==> src/rtl/demux16_deser.sv <==
// rtl/demux16_deser.sv - serial-to-parallel 1:WIDTH bit demultiplexer with valid/ready ports
//
// Purpose:
//   Accepts one serial bit per din handshake. The k-th accepted bit is steered into word slot k,
//   or into slot WIDTH-1-k when MSB_FIRST=1. The completed word is then offered on a valid/ready
//   output port. The block holds that word until the consumer takes it.
//   Optional feature macro: DEMUX_PARITY_EN. When it is defined, each word carries one extra
//   even-parity bit. That bit is checked and not stored, and the result is reported on o_parity_err.
//
// Ports:
//   i_clk          clock, rising edge
//   i_rst          synchronous active-high reset
//   i_en           input-side enable; 0 pauses acceptance and keeps the partial word
//   i_din          serial data bit
//   i_din_valid    i_din is valid this cycle
//   o_din_ready    bit is accepted this cycle (FILL && en && !rst)
//   o_data_out     assembled word, meaningful while o_out_valid=1
//   o_out_valid    o_data_out holds a complete word
//   i_out_ready    consumer takes the word this cycle
//   o_sel_out      slot index that the next accepted bit writes
//   o_parity_err   (DEMUX_PARITY_EN only) parity mismatch flag, valid with o_out_valid

module demux16_deser #(
    parameter int WIDTH     = 16,
    parameter bit MSB_FIRST = 1'b0
) (
    input  logic                     i_clk,
    input  logic                     i_rst,
    input  logic                     i_en,
    input  logic                     i_din,
    input  logic                     i_din_valid,
    output logic                     o_din_ready,
    output logic [WIDTH-1:0]         o_data_out,
    output logic                     o_out_valid,
    input  logic                     i_out_ready,
`ifdef DEMUX_PARITY_EN
    output logic                     o_parity_err,
`endif
    output logic [$clog2(WIDTH)-1:0] o_sel_out
);

    localparam int PW = $clog2(WIDTH);
`ifdef DEMUX_PARITY_EN
    localparam int NBITS = WIDTH + 1;
`else
    localparam int NBITS = WIDTH;
`endif
    localparam int CW = $clog2(NBITS + 1);

    typedef enum logic [0:0] {
        FILL = 1'b0,
        HOLD = 1'b1
    } state_t;

    state_t           r_state;
    state_t           w_next_state;
    logic [WIDTH-1:0] r_data;
    logic [PW-1:0]    r_sel;
    logic [CW-1:0]    r_count;
    logic             w_din_ready;
    logic             w_accept;
    logic             w_last;
    logic             w_handoff;
    logic             w_is_data;
    logic [PW-1:0]    w_slot;
`ifdef DEMUX_PARITY_EN
    logic             r_parity_err;
`endif

    always_ff @(posedge i_clk) begin
        if (i_rst) begin
            r_state <= FILL;
        end else begin
            r_state <= w_next_state;
        end
    end

    always_comb begin
        w_next_state = r_state;
        w_din_ready  = 1'b0;
        w_accept     = 1'b0;
        w_handoff    = 1'b0;
        w_last       = (r_count == CW'(NBITS - 1));
        case (r_state)
            FILL: begin
                w_din_ready = i_en && !i_rst;
                w_accept    = w_din_ready && i_din_valid;
                if (w_accept && w_last) begin
                    w_next_state = HOLD;
                end
            end
            HOLD: begin
                w_handoff = i_out_ready;
                if (w_handoff) begin
                    w_next_state = FILL;
                end
            end
            default: w_next_state = FILL;
        endcase
    end

    // With parity enabled, the final accepted bit is the parity bit. It must not overwrite a data slot.
    assign w_is_data = (r_count < CW'(WIDTH));
    assign w_slot    = MSB_FIRST ? (PW'(WIDTH - 1) - r_sel) : r_sel;

    always_ff @(posedge i_clk) begin
        if (i_rst) begin
            r_data  <= '0;
            r_sel   <= '0;
            r_count <= '0;
        end else if (w_handoff) begin
            r_data  <= '0;
            r_sel   <= '0;
            r_count <= '0;
        end else if (w_accept) begin
            if (w_is_data) begin
                r_data[w_slot] <= i_din;
            end
            r_count <= r_count + 1'b1;
            // sel_out stops at the last slot; only the HOLD->FILL hand-off returns it to 0.
            if (r_sel != PW'(WIDTH - 1)) begin
                r_sel <= r_sel + 1'b1;
            end
        end
    end

`ifdef DEMUX_PARITY_EN
    // Even parity: the XOR of all data bits and the parity bit must be 0.
    always_ff @(posedge i_clk) begin
        if (i_rst || w_handoff) begin
            r_parity_err <= 1'b0;
        end else if (w_accept && w_last) begin
            r_parity_err <= (^r_data) ^ i_din;
        end
    end

    assign o_parity_err = r_parity_err;
`endif

    assign o_din_ready = w_din_ready;
    assign o_data_out  = r_data;
    assign o_out_valid = (r_state == HOLD);
    assign o_sel_out   = r_sel;

endmodule
==> config.mk <==
export PLATFORM = sky130hd
export DESIGN_NAME = demux16_deser
export DESIGN_NICKNAME = d
export VERILOG_FILES = /design/src/rtl/demux16_deser.sv
export SDC_FILE = /design/constraint.sdc
export NUM_CORES = 1
export LEC_CHECK = 0
export CAP_MARGIN = 20
export CORE_MARGIN = 1.5
export CORE_UTILIZATION = 53
export DETAILED_ROUTE_END_ITERATION = 10
export PLACE_DENSITY_LB_ADDON = 0.08
export REMOVE_ABC_BUFFERS = 1
export SYNTH_ARGS = -nofsm -noshare
export SYNTH_HDL_FRONTEND = slang
export SYNTH_SLANG_ARGS = --single-unit
==> constraint.sdc <==
create_clock -name i_clk -period 3.4 [get_ports i_clk]
set_clock_uncertainty 0.15 [all_clocks]
set_input_delay 0.51 -clock i_clk [delete_from_list [all_inputs] [get_ports i_clk]]
set_output_delay 0.51 -clock i_clk [all_outputs]
set_load 0.02 [all_outputs]
==> flow_summary.html <==
<table>
<tr><th>Metric</th><th>Value</th></tr>
<tr><th colspan="2">Layout</th></tr>
<tr><td>Antenna diode count</td><td>0</td></tr>
<tr><td>Fraction of final layout cells sized beyond drive strength 1</td><td>8.18%</td></tr>
<tr><td>Post-layout util</td><td>70.5%</td></tr>
<tr><td>Area overhead of the layout relative to synthesis</td><td>22.0%</td></tr>
<tr><td>Number of nets at the end of the flow</td><td>172</td></tr>
<tr><td>Non-Filler Instances</td><td>187</td></tr>
<tr><th colspan="2">Floorplan</th></tr>
<tr><td>Vertical die dimension</td><td>52.8 um</td></tr>
<tr><td>Effective utilization at floorplan</td><td>57.8%</td></tr>
<tr><td>Core ar.</td><td>2280 um2</td></tr>
<tr><td>Die span in x</td><td>52.8 um</td></tr>
<tr><td>Die ar.</td><td>2790 um2</td></tr>
<tr><td>Total number of placement rows</td><td>17</td></tr>
<tr><td>Ports placed on the boundary</td><td>28</td></tr>
<tr><th colspan="2">Drt</th></tr>
<tr><td>Count of routing violations after the opening detailed-route iteration</td><td>8</td></tr>
<tr><td>Average wire length per cell after detail routing</td><td>13.6 um</td></tr>
<tr><td>Count of nets left with antenna violations after detail routing</td><td>0</td></tr>
<tr><td>DRT Pass-1 Iters</td><td>4</td></tr>
<tr><td>DR vias</td><td>1053</td></tr>
<tr><td>Residual DRC</td><td>0</td></tr>
<tr><td>Wirelength, routed</td><td>2.55 mm</td></tr>
<tr><td>Vias per inst</td><td>5.63</td></tr>
<tr><th colspan="2">Clock tree</th></tr>
<tr><td>Clock Root Buffer</td><td>sky130_fd_sc_hd__clkbuf_4</td></tr>
<tr><td>Buffer depth of the longest clock path</td><td>2</td></tr>
<tr><td>Total of hold buffers inserted after clock tree synthesis</td><td>0</td></tr>
<tr><td>CTS H-Tree Depth</td><td>1</td></tr>
<tr><td>Clock-pin slew on the worst setup and hold paths</td><td>140 ps</td></tr>
<tr><td>Setup Fix Bufs, Post-CTS</td><td>0</td></tr>
<tr><td>Post_cts resized</td><td>0</td></tr>
<tr><td>CTS tree</td><td>done</td></tr>
<tr><td>TritonCTS Sinks</td><td>26</td></tr>
<tr><td>Number of buffers created by CTS</td><td>3</td></tr>
<tr><td>Clock latency of the later-clocked register in the worst-skew pair</td><td>320 ps</td></tr>
<tr><th colspan="2">Synth</th></tr>
<tr><td>Yosys warnings</td><td>0</td></tr>
<tr><td>Multiplexer share of the synthesized area</td><td>13.7%</td></tr>
<tr><td>Post-synth ARST share</td><td>0%</td></tr>
<tr><td>Cell area after synthesis</td><td>1320 um2</td></tr>
<tr><td>Synth Area in XOR/XNOR</td><td>0.665%</td></tr>
<tr><td>Post-synthesis instance total</td><td>134</td></tr>
<tr><td>Adder-Cell Fraction of Synth Area</td><td>5.70%</td></tr>
<tr><td>Top FF cell, synth</td><td>sky130_fd_sc_hd__dfxtp_1</td></tr>
<tr><td>Compound-gate portion of the synthesized area</td><td>5.32%</td></tr>
<tr><td>Post-synthesis area per instance</td><td>9.82 um2</td></tr>
<tr><td>Synth Area in Simple Gates</td><td>29.1%</td></tr>
<tr><td>Number of enable flip-flop cells after synthesis</td><td>0</td></tr>
<tr><td>Sequential share of the synthesized area</td><td>39.5%</td></tr>
<tr><td>Synth cell types</td><td>34</td></tr>
<tr><td>Post-synthesis register bit count</td><td>26</td></tr>
<tr><td>Dominant combinational cell family by area after synthesis</td><td>simple AND/OR/NAND/NOR gates</td></tr>
<tr><th colspan="2">Placed design</th></tr>
<tr><td>Cell count after placement</td><td>183</td></tr>
<tr><td>Gpl congestion</td><td>0.769</td></tr>
<tr><td>Detailed Place HPWL</td><td>1.81 mm</td></tr>
<tr><td>Worst setup timing slack at the placement stage</td><td>701 ps</td></tr>
<tr><td>Count of input and output buffers</td><td>27</td></tr>
<tr><th colspan="2">Setup path</th></tr>
<tr><td>Worst Reg-to-Reg Cells</td><td>4</td></tr>
<tr><td>R2R Setup Slk</td><td>1650 ps</td></tr>
<tr><td>Top fanout value on the critical path</td><td>10</td></tr>
<tr><td>Worst path most repeated cell</td><td>sky130_fd_sc_hd__clkdlybuf4s50_1</td></tr>
<tr><td>Setup crit end kind</td><td>output pin</td></tr>
<tr><td>Reg-to-reg endpoint</td><td>o_data_out[8]</td></tr>
<tr><td>Reg-to-reg startpoint</td><td>o_out_valid</td></tr>
<tr><td>CP Class</td><td>primary input to output pin</td></tr>
<tr><td>Gate family responsible for the most delay along the worst path</td><td>buffers and inverters</td></tr>
<tr><td>Critical path arrival</td><td>2020 ps</td></tr>
<tr><td>Logic depth of the worst path, buffers included</td><td>3</td></tr>
<tr><td>Critical Path Source Type</td><td>primary input</td></tr>
<tr><td>Critical Path Slowest Stage Cell</td><td>sky130_fd_sc_hd__clkdlybuf4s50_1</td></tr>
<tr><td>Endpoint of the most critical setup path</td><td>o_din_ready</td></tr>
<tr><td>Critical path, cell by cell</td><td>clkdlybuf4s50_1 -&gt; nor3b_1 -&gt; clkdlybuf4s50_1</td></tr>
<tr><td>Number of buffers and inverters on the critical path</td><td>2</td></tr>
<tr><td>Data required time at the worst endpoint</td><td>2740 ps</td></tr>
<tr><td>Critical path's largest stage delay</td><td>640 ps</td></tr>
<tr><td>CP Launch Point</td><td>i_rst</td></tr>
<tr><th colspan="2">Pwr</th></tr>
<tr><td>Highest ir drop seen on vdd</td><td>0.289 mV</td></tr>
<tr><td>PwrDens</td><td>321 nW/um2</td></tr>
<tr><td>Leakage power figure</td><td>0.683 nW</td></tr>
<tr><th colspan="2">GRT</th></tr>
<tr><td>Total grt overflow</td><td>0</td></tr>
<tr><td>Number of global-route vias before repair</td><td>925</td></tr>
<tr><td>Largest net degree at the start of global routing</td><td>21</td></tr>
<tr><td>First-pass GRT wire length</td><td>4.11 mm</td></tr>
<tr><td>Initial antenna violation count</td><td>0</td></tr>
<tr><td>Total Routing Usage GR</td><td>19.8%</td></tr>
<tr><th colspan="2">STA</th></tr>
<tr><td>Final setup fails</td><td>0</td></tr>
<tr><td>Max Clock Freq</td><td>374 MHz</td></tr>
<tr><td>Max-Slew Margin vs Limit</td><td>58.7%</td></tr>
<tr><td>Smallest setup slack after layout</td><td>725 ps</td></tr>
<tr><td>Transition time at the pin with the least slew margin</td><td>612 ps</td></tr>
<tr><td>Accumulated negative setup slack</td><td>0 ps</td></tr>
<tr><td>Clock period minus final worst setup slack</td><td>2680 ps</td></tr>
<tr><td>Endpoints failing hold</td><td>0</td></tr>
<tr><td>Hold Worst Slack</td><td>322 ps</td></tr>
<tr><td>Final critical-path share of the clock period</td><td>78.7%</td></tr>
<tr><td>Fin. max-slew vios</td><td>0</td></tr>
<tr><td>RSZ-0062 raised after global routing</td><td>no</td></tr>
<tr><th colspan="2">Min path</th></tr>
<tr><td>Tightest Hold Check Type</td><td>register to register</td></tr>
<tr><th colspan="2">Job</th></tr>
<tr><td>Max-Cap Viols</td><td>0</td></tr>
<tr><th colspan="2">Status</th></tr>
<tr><td>Result of the run</td><td>complete, no violations</td></tr>
</table>
[layer usage]
layer  share of wire [%]  global-route usage [%]  vias to the layer above
li1                    -                       -                      527
met1                  47                    25.2                      505
met2                  49                    33.3                       17
met3                 2.6                    2.86                        4
met4                 1.1                    7.69                        0
met5                   0                       0                        -
[worst reg2reg max path: cells and delay by family, from the launching register on]
family | cells | cell delay (ps)
flip-flops | 1 | 560
AND/OR/NAND/NOR | 1 | 420
buffers and inverters | 1 | 220
multiplexers | 1 | 160
AO/OA/AOI/OAI | 1 | 110
[sequential cells by signal (all words and copies together) (netlist names)]
signal / cells
o_data_out: 16
o_out_valid: 1
o_sel_out: 4
r_count: 5
[synth_stat cells, types with 2 or more instances]
master                     instances  area (um2)
sky130_fd_sc_hd__inv_1             3        11.3
sky130_fd_sc_hd__ha_1              6        75.1
sky130_fd_sc_hd__nand2_1          30         113
sky130_fd_sc_hd__and3_1            2        12.5
sky130_fd_sc_hd__nand4_1           4        25.0
sky130_fd_sc_hd__clkbuf_1          2        7.51
sky130_fd_sc_hd__a21oi_1           5        25.0
sky130_fd_sc_hd__nand4b_1          4        35.0
sky130_fd_sc_hd__and4b_1           2        20.0
sky130_fd_sc_hd__dfxtp_1          26         521
sky130_fd_sc_hd__mux2i_1          18         180
sky130_fd_sc_hd__buf_2             2        10.0
sky130_fd_sc_hd__nor2_1            4        15.0
sky130_fd_sc_hd__nor3_1            2        10.0
sky130_fd_sc_hd__and4bb_2          4        50.1
sky130_fd_sc_hd__buf_6             2        22.5
[report_power, final]
group,leakage (nW),internal (mW),switching [mW]
sequential,0.210,0.308,0.00464
combinational,0.452,0.0212,0.0261
clock,0.0210,0.0655,0.0899
total,0.683,0.395,0.121
[cell type report]
cell class | instances | area [um2]
clock buffers | 4 | 36.3
fillers | 186 | 671
inverters | 3 | 11.3
multi-input cells | 97 | 717
flip-flops and latches | 26 | 520
well taps | 28 | 35.0
repair buffers | 29 | 285
[worst min path at each step]
stage | start | endpoint | slack, ps | cells past startpoint
6_report | o_data_out[2] | o_data_out[2] | 320 | 2
5_1_grt | o_data_out[11] | o_data_out[11] | 340 | 2
3_5_place_dp | o_data_out[15] | o_data_out[15] | 310 | 2
3_3_place_gp | r_count[3] | r_count[3] | 290 | 1
2_1_floorplan | r_count[3] | r_count[3] | 280 | 1
4_1_cts | o_data_out[2] | o_data_out[2] | 330 | 2
[cells in the final DEF, fill, tap and decap left out, types with 2 or more instances in the layout]
cell / Yosys / layout
sky130_fd_sc_hd__and4b_1: 2 / 2
sky130_fd_sc_hd__dfxtp_1: 26 / 26
sky130_fd_sc_hd__nor2_1: 4 / 4
sky130_fd_sc_hd__clkdlybuf4s50_1: 0 / 27
sky130_fd_sc_hd__buf_4: 1 / 2
sky130_fd_sc_hd__and3_1: 2 / 2
sky130_fd_sc_hd__and4bb_2: 4 / 4
sky130_fd_sc_hd__inv_1: 3 / 3
sky130_fd_sc_hd__mux2i_1: 18 / 18
sky130_fd_sc_hd__clkbuf_4: 0 / 3
sky130_fd_sc_hd__nor3_1: 2 / 2
sky130_fd_sc_hd__nand4_1: 4 / 4
sky130_fd_sc_hd__ha_1: 6 / 6
sky130_fd_sc_hd__a21oi_1: 5 / 5
sky130_fd_sc_hd__nand4b_1: 4 / 4
sky130_fd_sc_hd__nand2_1: 30 / 30
[cell families after synthesis]
group / after synthesis
AND/OR/NAND/NOR: 61
flip-flops: 26
multiplexers: 18
AO/OA/AOI/OAI: 11
buffers and inverters: 11
adder cells (fa/ha/maj): 6
XOR/XNOR: 1
[through the flow]
stage	total power, mW	cell area (um2)
final	0.515	1610
after global routing	0.533	1610
after CTS	0.523	1610
after detailed placement	0.367	1570
after global placement	0.365	1570
after floorplan	0.345	1250
Note: power is estimated with default switching activity, not from simulation.
